### config.mk
export PLATFORM = sky130hd
export DESIGN_NAME = apb_master_arbiter_flat
export DESIGN_NICKNAME = d
export VERILOG_FILES = /design/src/rtl/apb_master_arbiter_if.sv /design/src/rtl/apb_master_arbiter.sv /design/src/flat_wrapper.sv
export SDC_FILE = /design/constraint.sdc
export NUM_CORES = 1
export LEC_CHECK = 0
export BUFFER_PORTS_ARGS = -buffer_cell sky130_fd_sc_hd__buf_2
export CORE_MARGIN = 5
export CORE_UTILIZATION = 40
export CTS_BUF_LIST = sky130_fd_sc_hd__clkbuf_16
export DETAILED_ROUTE_END_ITERATION = 10
export GPL_TIMING_DRIVEN = 0
export PLACE_DENSITY = 0.8
export SLEW_MARGIN = 20
export SYNTH_ARGS = -nofsm -noshare
export SYNTH_HDL_FRONTEND = slang
export SYNTH_SLANG_ARGS = --single-unit
### constraint.sdc
create_clock -name pclk -period 4.3 [get_ports pclk]
set_clock_uncertainty 0.1 [all_clocks]
set_input_delay 0 -clock pclk [delete_from_list [all_inputs] [get_ports pclk]]
set_output_delay 0 -clock pclk [all_outputs]
set_load 0.01 [all_outputs]
### src/rtl/apb_master_arbiter_if.sv
// APB bus bundle between the multi-requester master and its peripherals.
// The master modport drives the request side; the slave modport returns data and handshake.
interface apb_master_arbiter_if #(
  parameter int ADDR_WIDTH  = 32,
  parameter int DATA_WIDTH  = 32,
  parameter int STRB_WIDTH  = DATA_WIDTH / 8,
  parameter int PERIPHERALS = 4
);
  logic [ADDR_WIDTH-1:0]  paddr;
  logic [PERIPHERALS-1:0] pselx;
  logic                   penable;
  logic                   pwrite;
  logic [DATA_WIDTH-1:0]  pwdata;
  logic [STRB_WIDTH-1:0]  pstrb;
  logic [DATA_WIDTH-1:0]  prdata;
  logic                   pready;
  logic                   pslverr;

  modport master (
    output paddr, pselx, penable, pwrite, pwdata, pstrb,
    input  prdata, pready, pslverr
  );

  modport slave (
    input  paddr, pselx, penable, pwrite, pwdata, pstrb,
    output prdata, pready, pslverr
  );
endinterface

### src/rtl/apb_master_arbiter.sv
// Round-robin APB master: serves single-beat commands from NUM_REQ requesters,
// decodes 4 KB peripheral windows, sequences SETUP/ACCESS and bounds stalls with a timeout.
module apb_master_arbiter #(
  parameter int ADDR_WIDTH  = 32,
  parameter int DATA_WIDTH  = 32,
  parameter int STRB_WIDTH  = DATA_WIDTH / 8,
  parameter int PERIPHERALS = 4,
  parameter int NUM_REQ     = 2,
  parameter int TIMEOUT     = 16
) (
  input  logic                         pclk,
  input  logic                         preset,
  input  logic [NUM_REQ-1:0]           req_valid,
  output logic [NUM_REQ-1:0]           req_ready,
  input  logic [NUM_REQ-1:0]           req_write,
  input  logic [NUM_REQ*ADDR_WIDTH-1:0] req_addr,
  input  logic [NUM_REQ*DATA_WIDTH-1:0] req_wdata,
  input  logic [NUM_REQ*STRB_WIDTH-1:0] req_strb,
  output logic [NUM_REQ-1:0]           rsp_valid,
  output logic [DATA_WIDTH-1:0]        rsp_rdata,
  output logic                         rsp_err,
  apb_master_arbiter_if.master         apb
);

  localparam int PTR_W = (NUM_REQ > 1) ? $clog2(NUM_REQ) : 1;
  localparam int IDX_W = (PERIPHERALS > 1) ? $clog2(PERIPHERALS) : 1;
  localparam int CNT_W = $clog2(TIMEOUT + 1);

  typedef enum logic [1:0] {IDLE, SETUP, ACCESS} state_e;

  state_e                 state_q,   state_d;
  logic [PTR_W-1:0]       rr_ptr_q,  rr_ptr_d;
  logic [PTR_W-1:0]       owner_q,   owner_d;
  logic [CNT_W-1:0]       cnt_q,     cnt_d;
  logic [ADDR_WIDTH-1:0]  paddr_q,   paddr_d;
  logic [PERIPHERALS-1:0] psel_q,    psel_d;
  logic                   penable_q, penable_d;
  logic                   pwrite_q,  pwrite_d;
  logic [DATA_WIDTH-1:0]  pwdata_q,  pwdata_d;
  logic [STRB_WIDTH-1:0]  pstrb_q,   pstrb_d;
  logic [NUM_REQ-1:0]     rsp_valid_q, rsp_valid_d;
  logic [DATA_WIDTH-1:0]  rsp_rdata_q, rsp_rdata_d;
  logic                   rsp_err_q,   rsp_err_d;

  logic                   grant_found;
  logic [PTR_W-1:0]       grant_idx;
  logic [ADDR_WIDTH-1:0]  g_addr;
  logic                   g_write;
  logic [DATA_WIDTH-1:0]  g_wdata;
  logic [STRB_WIDTH-1:0]  g_strb;
  logic [IDX_W-1:0]       g_idx;
  logic                   dec_err;

  // Search starts at rr_ptr and wraps, so the last-served requester has lowest priority.
  always_comb begin
    int cand;
    // NOTE: every combinational output gets a default first so no path leaves it unassigned (no latch).
    grant_found = 1'b0;
    grant_idx   = '0;
    cand        = 0;
    for (int k = 0; k < NUM_REQ; k++) begin
      cand = int'(rr_ptr_q) + k;
      if (cand >= NUM_REQ) cand = cand - NUM_REQ;
      if (!grant_found && req_valid[cand]) begin
        grant_found = 1'b1;
        grant_idx   = PTR_W'(cand);
      end
    end
  end

  always_comb begin
    g_addr  = req_addr[grant_idx*ADDR_WIDTH +: ADDR_WIDTH];
    g_write = req_write[grant_idx];
    g_wdata = req_wdata[grant_idx*DATA_WIDTH +: DATA_WIDTH];
    g_strb  = req_strb[grant_idx*STRB_WIDTH +: STRB_WIDTH];
    g_idx   = (PERIPHERALS > 1) ? g_addr[12 +: IDX_W] : '0;
    dec_err = (int'(g_idx) >= PERIPHERALS);
  end

  assign req_ready = (state_q == IDLE && grant_found && !preset)
                     ? (NUM_REQ'(1) << grant_idx) : '0;

  always_comb begin
    state_d     = state_q;
    rr_ptr_d    = rr_ptr_q;
    owner_d     = owner_q;
    cnt_d       = cnt_q;
    paddr_d     = paddr_q;
    psel_d      = psel_q;
    penable_d   = penable_q;
    pwrite_d    = pwrite_q;
    pwdata_d    = pwdata_q;
    pstrb_d     = pstrb_q;
    rsp_valid_d = '0;
    rsp_rdata_d = '0;
    rsp_err_d   = 1'b0;

    unique case (state_q)
      IDLE: begin
        if (grant_found) begin
          owner_d  = grant_idx;
          rr_ptr_d = (grant_idx == PTR_W'(NUM_REQ - 1)) ? '0 : grant_idx + 1'b1;
          if (dec_err) begin
            // Unmapped window: answer immediately without touching the bus.
            rsp_valid_d = NUM_REQ'(1) << grant_idx;
            rsp_err_d   = 1'b1;
          end else begin
            state_d   = SETUP;
            paddr_d   = g_addr;
            pwrite_d  = g_write;
            pwdata_d  = g_write ? g_wdata : '0;
            pstrb_d   = g_write ? g_strb  : '0;
            psel_d    = PERIPHERALS'(1) << g_idx;
            penable_d = 1'b0;
          end
        end
      end
      SETUP: begin
        state_d   = ACCESS;
        penable_d = 1'b1;
        cnt_d     = CNT_W'(1);
      end
      ACCESS: begin
        if (apb.pready) begin
          rsp_valid_d = NUM_REQ'(1) << owner_q;
          rsp_rdata_d = (!pwrite_q && !apb.pslverr) ? apb.prdata : '0;
          rsp_err_d   = apb.pslverr;
          psel_d      = '0;
          penable_d   = 1'b0;
          cnt_d       = '0;
          state_d     = IDLE;
        end else if (cnt_q == CNT_W'(TIMEOUT)) begin
          rsp_valid_d = NUM_REQ'(1) << owner_q;
          rsp_err_d   = 1'b1;
          psel_d      = '0;
          penable_d   = 1'b0;
          cnt_d       = '0;
          state_d     = IDLE;
        end else begin
          cnt_d = cnt_q + 1'b1;
        end
      end
      default: state_d = IDLE;
    endcase
  end

  // NOTE: state registers use non-blocking assignments so every flop samples pre-edge values.
  always_ff @(posedge pclk) begin
    if (preset) begin
      state_q     <= IDLE;
      rr_ptr_q    <= '0;
      owner_q     <= '0;
      cnt_q       <= '0;
      paddr_q     <= '0;
      psel_q      <= '0;
      penable_q   <= 1'b0;
      pwrite_q    <= 1'b0;
      pwdata_q    <= '0;
      pstrb_q     <= '0;
      rsp_valid_q <= '0;
      rsp_rdata_q <= '0;
      rsp_err_q   <= 1'b0;
    end else begin
      state_q     <= state_d;
      rr_ptr_q    <= rr_ptr_d;
      owner_q     <= owner_d;
      cnt_q       <= cnt_d;
      paddr_q     <= paddr_d;
      psel_q      <= psel_d;
      penable_q   <= penable_d;
      pwrite_q    <= pwrite_d;
      pwdata_q    <= pwdata_d;
      pstrb_q     <= pstrb_d;
      rsp_valid_q <= rsp_valid_d;
      rsp_rdata_q <= rsp_rdata_d;
      rsp_err_q   <= rsp_err_d;
    end
  end

  assign apb.paddr   = paddr_q;
  assign apb.pselx   = psel_q;
  assign apb.penable = penable_q;
  assign apb.pwrite  = pwrite_q;
  assign apb.pwdata  = pwdata_q;
  assign apb.pstrb   = pstrb_q;
  assign rsp_valid   = rsp_valid_q;
  assign rsp_rdata   = rsp_rdata_q;
  assign rsp_err     = rsp_err_q;

endmodule

### src/flat_wrapper.sv
// flat-port wrapper written by rule: the top's interface ports become plain ports
module apb_master_arbiter_flat 
#(
  parameter int ADDR_WIDTH  = 32,
  parameter int DATA_WIDTH  = 32,
  parameter int STRB_WIDTH  = DATA_WIDTH / 8,
  parameter int PERIPHERALS = 4,
  parameter int NUM_REQ     = 2,
  parameter int TIMEOUT     = 16
)
  (pclk, preset, req_valid, req_ready, req_write, req_addr, req_wdata, req_strb, rsp_valid, rsp_rdata, rsp_err, apb_paddr, apb_pselx, apb_penable, apb_pwrite, apb_pwdata, apb_pstrb, apb_prdata, apb_pready, apb_pslverr);
  apb_master_arbiter_if #(.ADDR_WIDTH(ADDR_WIDTH), .DATA_WIDTH(DATA_WIDTH), .STRB_WIDTH(STRB_WIDTH), .PERIPHERALS(PERIPHERALS)) apb_i ();
  input  logic pclk;
  input  logic preset;
  input  logic [NUM_REQ-1:0] req_valid;
  output logic [NUM_REQ-1:0] req_ready;
  input  logic [NUM_REQ-1:0] req_write;
  input  logic [NUM_REQ*ADDR_WIDTH-1:0] req_addr;
  input  logic [NUM_REQ*DATA_WIDTH-1:0] req_wdata;
  input  logic [NUM_REQ*STRB_WIDTH-1:0] req_strb;
  output logic [NUM_REQ-1:0] rsp_valid;
  output logic [DATA_WIDTH-1:0] rsp_rdata;
  output logic rsp_err;
  output wire logic [$bits(apb_i.paddr)-1:0] apb_paddr;
  output wire logic [$bits(apb_i.pselx)-1:0] apb_pselx;
  output wire logic [$bits(apb_i.penable)-1:0] apb_penable;
  output wire logic [$bits(apb_i.pwrite)-1:0] apb_pwrite;
  output wire logic [$bits(apb_i.pwdata)-1:0] apb_pwdata;
  output wire logic [$bits(apb_i.pstrb)-1:0] apb_pstrb;
  input wire logic [$bits(apb_i.prdata)-1:0] apb_prdata;
  input wire logic [$bits(apb_i.pready)-1:0] apb_pready;
  input wire logic [$bits(apb_i.pslverr)-1:0] apb_pslverr;
  assign apb_paddr = apb_i.paddr;
  assign apb_pselx = apb_i.pselx;
  assign apb_penable = apb_i.penable;
  assign apb_pwrite = apb_i.pwrite;
  assign apb_pwdata = apb_i.pwdata;
  assign apb_pstrb = apb_i.pstrb;
  assign apb_i.prdata = apb_prdata;
  assign apb_i.pready = apb_pready;
  assign apb_i.pslverr = apb_pslverr;
  apb_master_arbiter #(.ADDR_WIDTH(ADDR_WIDTH), .DATA_WIDTH(DATA_WIDTH), .STRB_WIDTH(STRB_WIDTH), .PERIPHERALS(PERIPHERALS), .NUM_REQ(NUM_REQ), .TIMEOUT(TIMEOUT)) u_core (.pclk(pclk), .preset(preset), .req_valid(req_valid), .req_ready(req_ready), .req_write(req_write), .req_addr(req_addr), .req_wdata(req_wdata), .req_strb(req_strb), .rsp_valid(rsp_valid), .rsp_rdata(rsp_rdata), .rsp_err(rsp_err), .apb(apb_i));
endmodule
Yosys cells after proc, flatten, opt, wreduce, memory -nomap -nowiden
Cells that the tools add are included.

operators by class
  bitwise gates (word level) = 3
  reduce and logical (&&, ||, !) cells = 18
  magnitude comparators = 5
  shift operators = 6
  mux-type cells = 37
  equal/unequal tests = 5
  $add $sub $neg = 5

operators with widths
  operator                 count
  $shiftx A64 B7 Y32       2
  $mux W32                 3
  $lt A32 B3 Y1 const B    2
  $ge A32 B3 Y1 const B    1
  $sub A32 B3 Y32 const B  1
  $mux W1                  18
  $mux W4                  4
  $mux W2                  6
  $mux W5                  2
  $pmux W5 S2              1
  $pmux W4 S2              1
  $shiftx A8 B4 Y4         1
  $pmux W2 S3              1
  $reduce_and A3 Y1        2
  $add A5 B1 Y5 const B    1
  $eq A5 B5 Y1 const B     1
  $logic_and A1 B1 Y1      4
  $logic_not A1 Y1         4
  $reduce_and A2 Y1        2
  $reduce_bool A2 Y1       2
  $reduce_or A4 Y1         1
  $shl A1 B1 Y2 const A    2
  $shl A1 B2 Y4 const A    1
  $ne A3 B2 Y1 const B     1
  other kinds (13)         15

word-level totals
  output and inout bits = 111
  flip-flop bits (word level) = 118
  logic and storage cells = 92
  input bits = 176

Logic depth before layout (Yosys ltp)
Gate-level depths: netlist (run 1).

  word-level depth = 13
  mapped depth = 8

Least setup slack after synthesis (run 1)
No wires, ideal clock.

  path kind = register to register
  start point = reg u_core.state_q[0]
  end point = reg u_core.paddr_q[23] (netlist: u_core.apb.paddr[23])
  library setup time = 0.122 ns
  cell stages (with the launch flop) = 9
  setup slack = 2.466 ns
  data arrival time = 1.612 ns
  data required time = 4.078 ns
  cell sequence = dfxtp_1 > inv_1 > ha_1 > o21a_1 > buf_6 > and3b_1 > buf_6 > buf_6 > a221o_1

between the ends
  word-level cells in the longest chain between the ends = 2

RTL lines
  what                         line                       source
  start: declaration           apb_master_arbiter.sv:31   state_e state_q, state_d;
  start signal: assignment     apb_master_arbiter.sv:164  state_q <= state_d;
  $logic_not A2 Y1             apb_master_arbiter.sv:98   unique case (state_q)
  $reduce_and A2 Y1 (no line)  --
  end signal: assignment       apb_master_arbiter.sv:168  paddr_q <= paddr_d;
  end: declaration             apb_master_arbiter.sv:35   logic [ADDR_WIDTH-1:0] paddr_q, paddr_d;

No other way between the ends.
A chain may end at the register's enable or synchronous reset.

Worst setup path in the final report (run 1)
  start point = reg u_core.rr_ptr_q
  end point = reg u_core.pwdata_q[26] (netlist: u_core.apb.pwdata[26])

between the ends
  word-level cells in the longest chain between the ends = 12

RTL lines
  what                                                      line                       source
  start: declaration                                        apb_master_arbiter.sv:32   logic [PTR_W-1:0] rr_ptr_q, rr_ptr_d;
  start signal: assignment                                  apb_master_arbiter.sv:165  rr_ptr_q <= rr_ptr_d;
  branches (longest 12 deep; another with $sub A32 B3 Y32)  --
  end signal: assignment                                    apb_master_arbiter.sv:172  pwdata_q <= pwdata_d;
  end: declaration                                          apb_master_arbiter.sv:39   logic [DATA_WIDTH-1:0] pwdata_q, pwdata_d;

Several ways; the timed one is not identified. The select of a mux whose other input is x is not followed.

==> metrics.md, run 1 <==
| Metric | Value |
|---|---|
| Total GRT Usage | 29.6% |
| Die area | 0.0144 mm² |
| Power Dens Cells | 393 mW/mm² |
| Port Buf Inserts | 284 |
| Multi-input gate area | 0.00220 mm² |
| Tmin final | 2.83 ns |
| Slowest stage delay, CP | 0.60 ns |
| Commonest non-fill, non-tap cell in the layout | buf_2 |
| Synthesized instance count | 489 |
| Sequential Power Share | 36.2% |
| Reg2reg path depth | 6 |
| Worst path most repeated cell | dlygate4sd3_1 |
| CTS tree | built |
| Core Region | 0.0119 mm² |
| Cell-internal power | 2.47 mW |
| Initial Util | 40.5% |
| Placed cells | 920 |
| Comb pwr share | 23.6% |
| Dpl hpwl | 12.7 mm |
| Num CTS Buffers | 17 |
| Cell depth of the worst hold path | 3 |
| Synth area leader | dfxtp_1 |
| CTS clk-pin slew, worst paths | 0.06 ns |
| Register bit total from synthesis | 118 |
| Mean Syn Cell Area | 9.87 µm² |
| Sw frac | 28.7% |
| Per-cell routed wire length | 19.3 µm |
| CTS root buffer | clkbuf_16 |
| Global-route wire length before repair | 34.0 mm |
| CP Capture Type | register |
| Slew headroom | 65.0% |
| Syn nets | 671 |
| Final setup fails | 0 |
| Most frequent cells in the layout | 291 x buf_2, 181 x dlygate4sd3_1, 118 x dfxtp_1 |
| Top cell type's share of synthesized area | 48.9% |
| Die height | 120 µm |
| HP Class | in -> reg |
| H-tree lvl count | 4 |
| Area Overhead vs Synth | 83.0% |
| Max rail drop VDD | 219 µV |
| Distinct cells, synth | 36 |
| Max Cap Viol | 0 |
| Clock sink count | 118 |
| Cell Count, Final, Fillers Out | 1135 |
| Pwr Total | 3.47 mW |
| Ys Warns | 0 |
| Share of layout cells above drive strength 1 | 33.6% |
| Worst-margin pin slew | 0.525 ns |
| CP Data Required Time | 4.55 ns |
| Slew Limit Fails | 0 |
| PostCTS Resize Cnt | 0 |
| Sequential-to-total area share from yosys stat | 48.9% |
| Crit path cell chain | o21ai_4 -> buf_2 -> nand3_1 -> dlygate4sd3_1 -> a311oi_1 -> dlygate4sd3_1 |
| Via count | 6235 |
| Fin crit share | 65.9% |
| Fin worst setup slack | 1.47 ns |
| Fillers | 791 |
| Ports | 287 |
| Initial antenna violation count | 2 |
| WS Path Type | reg -> reg |
| Post-CTS setup buffer count | 0 |
| Post-DRT Antenna Nets | 0 |
| Vias in the first global route | 6579 |
| Final hold viol count | 0 |
| Slowest-stage cell, CP | dlygate4sd3_1 |
| Status | completed |
| GRT overflow | 0 |
| WP data arrival | 3.08 ns |
| Ranking of synthesized cells by area | dfxtp_1 49%, and2_1 8.0%, a311oi_1 6.5% |
| First-iteration detailed-routing DRC count | 448 |
| Clk_lat worst skew | 0.40 ns |
| Worst-path fanout max | 10 |
| Final TNS setup | 0 ns |
| Num rows | 40 |
| Reg area | 0.00236 mm² |
| Vias per Instance | 5.49 |
| Place WS | 2.17 ns |
| Cell area after synthesis | 0.00483 mm² |
| Net Sw Power | 998 µW |
| Startpoint types | register |
| Clock power frac | 40.2% |
| RSZ-0062 raised after global routing | false |
| Clk buf depth | 2 |
| Routability cong. | 0.858 |
| # DRC | 0 |
| Pin count of the biggest net entering global routing | 17 |
| Routed WL | 21.9 mm |
| Drt pass-1 iters | 5 |
| Fmax | 353 MHz |
| Die width | 120 µm |
| Final #Nets | 1155 |
| Static Leak | 4.24 nW |
-- per-stage QoR --
stage / utilization, % / hold WS, ns / area (µm²)
3_5_place_dp: 54.0 / 0.102 / 6430
4_1_cts: 74.1 / 0.0548 / 8820
2_1_floorplan: - / -0.00823 / 4830
6_report: 74.1 / 0.0677 / 8830
5_1_grt: 74.1 / 0.0728 / 8830
3_3_place_gp: 54.0 / 0.0992 / 6430
-- critical path: cells and delay by family, from the launching register on --
family | cells | cell delay [ns]
DFF | 1 | 0.33
AOI/OAI and AO/OA | 2 | 0.66
and+or+nand+nor | 1 | 0.12
buffers and inverters | 3 | 1.56
-- synthesized netlist by cell type --
cell       instances
inv_2              1
nor2b_1            1
buf_1              5
o2111ai_1         36
a311oi_1          36
nor2_1            52
a21o_1             3
o21ai_0            1
buf_2              7
and3b_1            1
nand4_1            2
nor4b_2            1
ha_1               6
nor4bb_1           1
nand2b_1           7
a221o_1           30
dfxtp_1          118
nand4bb_1          1
and2_1            62
buf_6              5
nor3b_1            2
o311ai_0           1
o21bai_1           1
a211oi_1           4
o21ai_4            1
xor2_1             3
clkbuf_1          33
a22o_1             4
a21oi_1            5
nand3_1           37
nand2_1            5
nor3b_2            1
inv_1              6
o21a_1             1
mux2_2             1
mux2i_1            8
-- final cells by class --
class                           count  area share (%)
Clock buffer                       17            4.82
Clock inverter                     15            1.77
Buffer                             50            2.65
Multi-Input combinational cell    314            25.0
Inverter                            7           0.298
Antenna cell                        2          0.0567
Sequential cell                   118            26.8
Timing Repair Buffer              465            36.6
Tap cell                          147            2.08
-- power groups by stage --
stage	clock, mW	sequential (mW)	combinational, mW
floorplan	0	1.31	0.273
global placement	0	1.27	0.577
detailed placement	0	1.27	0.584
CTS	1.41	1.25	0.780
global route	1.46	1.27	0.878
finish	1.40	1.26	0.818
-- layer usage --
layer	track usage, %	vias to the layer above	share of wire, %
li1	-	2812	-
met1	32.5	2982	37
met2	53.7	355	52
met3	7.21	86	6.7
met4	13.8	0	4.0
met5	0	-	0
-- flip-flops by register name, indices dropped and copies added, names as in the netlist --
name / flops
u_core.rsp_valid: 2
u_core.rr_ptr_q: 1
u_core.apb.penable: 1
u_core.apb.paddr: 32
u_core.rsp_rdata: 32
u_core.state_q: 2
u_core.apb.pwdata: 32
u_core.rsp_err: 1
u_core.cnt_q: 5
u_core.apb.pstrb: 4
u_core.apb.pselx: 4
u_core.apb.pwrite: 1
u_core.owner_q: 1
-- worst paths after layout --
check / start / to / slack (ns)
worst max-delay path: u_core.rr_ptr_q / u_core.apb.pwdata[26] / 1.47
worst min-delay path: req_write[0] / u_core.apb.pwrite / 0.07
worst max register to register: u_core.rr_ptr_q / u_core.apb.pwdata[26] / 1.47
worst min register to register: u_core.owner_q / u_core.rsp_valid[0] / 0.36
-- timing repair --
| item | 4_1_cts | 5_1_grt |
|---|---|---|
| hold buffers | 181 | 0 |
| setup endpoints to repair | 0 | 0 |
| endpoints found under the hold margin | 109 | 0 |
-- kinds of logic (layout without fill, tap and decap cells) --
| family | Yosys count | count (layout) | share of synthesized area (%) |
|---|---|---|---|
| AOI/OAI and AO/OA | 123 | 123 | 22.6 |
| xor gates and xnor gates | 3 | 3 | 0.545 |
| adders and majority gates | 6 | 6 | 1.56 |
| buffers and inverters | 57 | 554 | 5.39 |
| DFF | 118 | 118 | 49.0 |
| muxes | 9 | 9 | 1.89 |
| other | 0 | 2 | 0 |
| and+or+nand+nor | 173 | 173 | 19.1 |
Power figures use the tool's default switching activity.
==> run 2, diff against run 1 <==
Settings changed: CORE_UTILIZATION 40 to 39, PLACE_DENSITY 0.8 to 0.81.
Clock period 4.3 ns to 2.4 ns, I/O delays scaled along.
==> run 2 against run 1 <==
Net effect: fmax increased by 24%; sequential power increased by 79%; clock power increased by 75%; global-route usage increased by 1.6 points; sequential cell count unchanged; hold slack got worse by 0.036 ns; utilization decreased by 0.26 points; die area increased by 2.4%; critical path depth increased by 2.
==> metrics.md, run 2 (synthesized netlist as in run 1, its figures left out) <==
| Metric | Value |
|---|---|
| WP data arrival | 2.52 ns (-0.56 ns) |
| Placed cells | 941 (+2.3%) |
| CP Data Required Time | 2.64 ns (-1.91 ns) |
| Clock sink count | 118 (unchanged) |
| Crit path cell chain | inv_1 -> ha_1 -> o21a_1 -> buf_6 -> nor2_1 -> clkbuf_1 -> and2_1 -> a221o_1 |
| Final setup fails | 0 (unchanged) |
| Drt pass-1 iters | 5 (unchanged) |
| CP Capture Type | register |
| Vias in the first global route | 6607 (+0.43%) |
| Die area | 0.0147 mm² (+2.4%) |
| Power Dens Cells | 681 mW/mm² (+73%) |
| Slew Limit Fails | 0 (unchanged) |
| CP delay by family, top | buffers and inverters |
| Slew headroom | 61.0% (-4.0 points) |
| First-iteration detailed-routing DRC count | 526 (+17%) |
| Num CTS Buffers | 17 (unchanged) |
| RSZ-0062 raised after global routing | false |
| Max rail drop VDD | 451 µV (+110%) |
| Post-route cell area | 0.00891 mm² (+0.91%) |
| Vias per Instance | 5.55 (+0.97%) |
| Die width | 121 µm (+1.2%) |
| Pin count of the biggest net entering global routing | 17 (unchanged) |
| Via count | 6451 (+3.5%) |
| Per-cell routed wire length | 20.6 µm (+6.5%) |
| Die height | 121 µm (+1.2%) |
| GRT overflow | 0 (unchanged) |
| Max Cap Viol | 0 (unchanged) |
| CTS tree | built |
| Startpoint types | register |
| Fmax | 439 MHz (+24%) |
| Hold WS | 0.0322 ns (-0.0355 ns) |
| Worst Path Buf+Inv | 3 (unchanged) |
| Tmin final | 2.28 ns (-0.552 ns) |
| Area of placed instances | 0.00646 mm² (+0.41%) |
| Routability cong. | 0.828 (-3.5%) |
| Fin crit share | 95.0% (+29 points) |
| Fin worst setup slack | 0.120 ns (-1.35 ns) |
| Slowest stage delay, CP | 0.39 ns (-0.21 ns) |
| Core Region | 0.0121 mm² (+1.3%) |
| Final #Nets | 1160 (+0.43%) |
| Final TNS setup | 0 ns (unchanged) |
| Most frequent cells in the layout | 290 x buf_2, 186 x dlygate4sd3_1, 118 x dfxtp_1 |
| CTS root buffer | clkbuf_16 |
| Area Overhead vs Synth | 84.6% |
| Ports | 287 (unchanged) |
| Cell Count, Final, Fillers Out | 1163 (+2.5%) |
| Pwr Total | 6.07 mW (+75%) |
| Final hold viol count | 0 (unchanged) |
| Clk_lat worst skew | 0.41 ns (about the same) |
| # DRC | 0 (unchanged) |
| Final core utilization | 73.9% (-0.26 points) |
| Share of layout cells above drive strength 1 | 33.4% (-0.17 points) |
| Dpl hpwl | 12.9 mm (+1.6%) |
| CTS clk-pin slew, worst paths | 0.06 ns (about the same) |
| Initial Util | 40.0% (-0.50 points) |
| Worst-path fanout max | 10 (unchanged) |
| Status | completed |
| Routed WL | 23.9 mm (+9.1%) |
| Slowest-stage cell, CP | dfxtp_1 |
| H-tree lvl count | 4 (unchanged) |
| WS Path Type | reg -> reg |
| Worst-margin pin slew | 0.585 ns (+0.0607 ns) |
| Static Leak | 4.13 nW (-2.6%) |
| Post-DRT Antenna Nets | 0 (unchanged) |
| Total GRT Usage | 31.2% (+1.6 points) |
| Port Buf Inserts | 284 (unchanged) |
| Clk buf depth | 2 (unchanged) |
| Commonest non-fill, non-tap cell in the layout | buf_2 |
| Global-route wire length before repair | 35.7 mm (+5.0%) |
| Num rows | 40 (unchanged) |
| Initial antenna violation count | 4 (+2) |
| HP Class | in -> reg |
| Place WS | 0.340 ns (-1.83 ns) |
run 2: cell count changes in the layout (fill, tap and decap cells not counted), sizes merged:
| cell | previous run | this run |
|---|---|---|
| buf | 301 | 300 |
| clkbuf | 50 | 51 |
| clkinv | 8 | 6 |
| clkinvlp | 2 | 4 |
| diode | 2 | 4 |
| dlygate4sd3 | 181 | 186 |
run 2: final timing paths:
path | slack (ns) | from | end | depth (start not counted)
hold reg to reg | 0.38 | u_core.apb.pselx[2] | u_core.apb.pselx[2] | 1
setup reg to reg | 0.12 | u_core.state_q[0] | u_core.apb.paddr[7] | 8
setup / recovery | 0.12 | u_core.state_q[0] | u_core.apb.paddr[7] | 8
hold / removal | 0.03 | req_write[0] | u_core.apb.pwdata[31] | 3
run 2: power breakdown:
group          switching (mW)  internal (mW)
clock                   0.938           1.51
sequential              0.114           2.14
combinational           0.707          0.657
run 2: timing repair:
item,CTS,global route
endpoints found under the setup margin,0,4
gates resized for setup,0,4
buffers inserted,0,0
hold buffers,186,0
hold endpoints to repair,109,0
run 2: worst min-delay path, stage by stage:
cell and delay [ns]:
clkbuf_1 0.24, nand3_1 0.15, a311oi_1 0.09
run 2: metal layers:
| metal | wire [µm] | GRT usage (%) |
|---|---|---|
| met5 | 0 | 0 |
| met4 | 1380 | 18.7 |
| met3 | 2060 | 8.53 |
| met2 | 12200 | 55.6 |
| met1 | 8270 | 32.6 |
run 2: layout make-up:
cell class | count | area, µm²
diodes | 4 | 10.0
plain buffers | 50 | 238
clock buffers | 17 | 425
clock inverters | 15 | 143
fillers | 783 | 3150
inverters | 7 | 26.3
multi-input cells | 314 | 2210
flip-flops and latches | 118 | 2360
well taps | 168 | 210
repair buffers | 470 | 3280
==> run 3, diff against run 2 <==
Clock period 2.4 ns to 2 ns, I/O delays scaled along.
==> run 3 against run 2 <==
Net effect: register-to-register slack lost 0.10 ns; global-route usage grew 0.36 points; critical path depth down 2; non-clock buffer count did not move; setup slack lost 0.10 ns; combinational power increased by 24%; wire length increased by 1.6%; largest power group unchanged.
==> metrics.md, run 3 (synthesized netlist as in run 1, its figures left out) <==
| Metric | Value |
|---|---|
| Cell Count, Final, Fillers Out | 1163 (unchanged) |
| Vias in the first global route | 6596 (-0.17%) |
| Crit path cell chain | inv_1 -> ha_1 -> nor4bb_4 -> o21bai_2 -> a21oi_1 -> dlygate4sd3_1 |
| Final core utilization | 74.4% (+0.55 points) |
| Clk_lat worst skew | 0.42 ns (about the same) |
| Final hold viol count | 0 (unchanged) |
| Final #Nets | 1160 (unchanged) |
| CTS tree | built |
| Routability cong. | 0.828 (unchanged) |
| Initial antenna violation count | 4 (unchanged) |
| Core Region | 0.0121 mm² (unchanged) |
| Die height | 121 µm (unchanged) |
| WS Path Type | reg -> reg |
| Fmax | 505 MHz (+15%) |
| Vias per Instance | 5.51 (-0.62%) |
| CP delay by family, top | buffers and inverters |
| Place WS | -0.0605 ns (-0.400 ns) |
| Commonest non-fill, non-tap cell in the layout | buf_2 |
| Slowest-stage cell, CP | dlygate4sd3_1 |
| RSZ-0062 raised after global routing | true |
| Worst-path fanout max | 5 (-5) |
| Final setup fails | 0 (unchanged) |
| Pwr Total | 7.35 mW (+21%) |
| Tmin final | 1.98 ns (-0.300 ns) |
| Dpl hpwl | 12.9 mm (unchanged) |
| Area Overhead vs Synth | 86.0% |
| CTS clk-pin slew, worst paths | 0.06 ns (about the same) |
| Ports | 287 (unchanged) |
| Startpoint types | register |
| Drt pass-1 iters | 5 (unchanged) |
| Routed WL | 24.3 mm (+1.6%) |
| Clock sink count | 118 (unchanged) |
| Post-route cell area | 0.00898 mm² (+0.74%) |
| Worst Path Buf+Inv | 2 (-1) |
| Share of layout cells above drive strength 1 | 35.5% (+2.1 points) |
| Max Cap Viol | 0 (unchanged) |
| Final TNS setup | 0 ns (unchanged) |
| Total GRT Usage | 31.6% (+0.36 points) |
| Fillers | 795 (+1.5%) |
| H-tree lvl count | 4 (unchanged) |
| Most frequent cells in the layout | 291 x buf_2, 180 x dlygate4sd3_1, 116 x dfxtp_1 |
| Status | completed |
| Slew Limit Fails | 0 (unchanged) |
| Num rows | 40 (unchanged) |
| Port Buf Inserts | 284 (unchanged) |
| Static Leak | 4.17 nW (+0.91%) |
| CP Data Required Time | 2.26 ns (-0.38 ns) |
| Area of placed instances | 0.00646 mm² (unchanged) |
| Max rail drop VDD | 566 µV (+26%) |
| Via count | 6411 (-0.62%) |
| Die area | 0.0147 mm² (unchanged) |
| Num CTS Buffers | 17 (unchanged) |
| HP Class | in -> reg |
| Initial Util | 40.0% (unchanged) |
| Fin worst setup slack | 0.0193 ns (-0.100 ns) |
| CP Capture Type | register |
| Power Dens Cells | 818 mW/mm² (+20%) |
| Slowest stage delay, CP | 0.59 ns (+0.20 ns) |
| GRT overflow | 0 (unchanged) |
| Placed cells | 941 (unchanged) |
| Pin count of the biggest net entering global routing | 17 (unchanged) |
| Post-DRT Antenna Nets | 0 (unchanged) |
| Slew headroom | 61.5% (+0.55 points) |
| Global-route wire length before repair | 36.0 mm (+0.93%) |
| CTS root buffer | clkbuf_16 |
| Clk buf depth | 2 (unchanged) |
| Worst-margin pin slew | 0.577 ns (-0.00830 ns) |
| Die width | 121 µm (unchanged) |
| Fin crit share | 99.0% (+4.0 points) |
| Hold WS | 0.0653 ns (+0.0331 ns) |
| First-iteration detailed-routing DRC count | 598 (+14%) |
| WP data arrival | 2.24 ns (-0.28 ns) |
| Per-cell routed wire length | 20.9 µm (+1.6%) |
| # DRC | 0 (unchanged) |
==> run 3: changes by cell type in the layout (fill, tap and decap cells not counted), moves of 5 or more <==
cell,previous run,this run
clkbuf_1,32,26
clkbuf_2,1,6
buf_4,0,5
dlygate4sd3_1,186,180
==> run 3: layout make-up <==
class | instances | area [µm²] | share of cell area, %
repair buffers | 470 | 3290 | 36.6
flip-flops and latches | 118 | 2370 | 26.4
multi-input cells | 314 | 2250 | 25.1
clock buffers | 17 | 425 | 4.74
plain buffers | 50 | 249 | 2.77
well taps | 168 | 210 | 2.34
clock inverters | 15 | 143 | 1.59
inverters | 7 | 28.8 | 0.321
diodes | 4 | 10.0 | 0.112
==> run 3: path summary, 6_finish.rpt <==
kind | startpoint | slack [ns] | depth (start not counted) | to
worst min register to register | u_core.apb.pwdata[10] | 0.40 | 2 | u_core.apb.pwdata[10]
worst min-delay path | req_write[1] | 0.07 | 3 | u_core.apb.pwdata[31]
worst max register to register | u_core.cnt_q[0] | 0.02 | 6 | u_core.rsp_err
worst max-delay path | u_core.cnt_q[0] | 0.02 | 6 | u_core.rsp_err
==> run 3: worst reg2reg max path, delay by kind of cell, from the launching register on <==
| kind | cells | cell delay, ns |
|---|---|---|
| flip-flops | 1 | 0.36 |
| AND/OR/NAND/NOR | 1 | 0.30 |
| AO/OA/AOI/OAI | 2 | 0.31 |
| adder cells (fa/ha/maj) | 1 | 0.18 |
| buffers and inverters | 2 | 0.68 |
==> run 3: what timing repair did <==
| action | 4_1_cts | 5_1_grt |
|---|---|---|
| gates resized for setup | 9 | 23 |
| hold endpoints to repair | 109 | 0 |
| pin swaps | 1 | 0 |
| endpoints found under the setup margin | 41 | 71 |
| hold buffers | 180 | 0 |
| buffers inserted | 0 | 4 |
| cloned | 0 | 2 |
==> run 3: report_power, final <==
group / switching, mW / total, mW / internal (mW)
registers: 0.136 / 2.71 / 2.57
logic: 0.866 / 1.69 / 0.822
clock network: 1.14 / 2.95 / 1.81
total: 2.14 / 7.35 / 5.21
==> run 3: routing by layer <==
layer  track usage [%]  wire length, µm
met3              8.21             2030
met2              56.8            12300
met1              33.0             8500
met4              18.6             1460
met5                 0                0
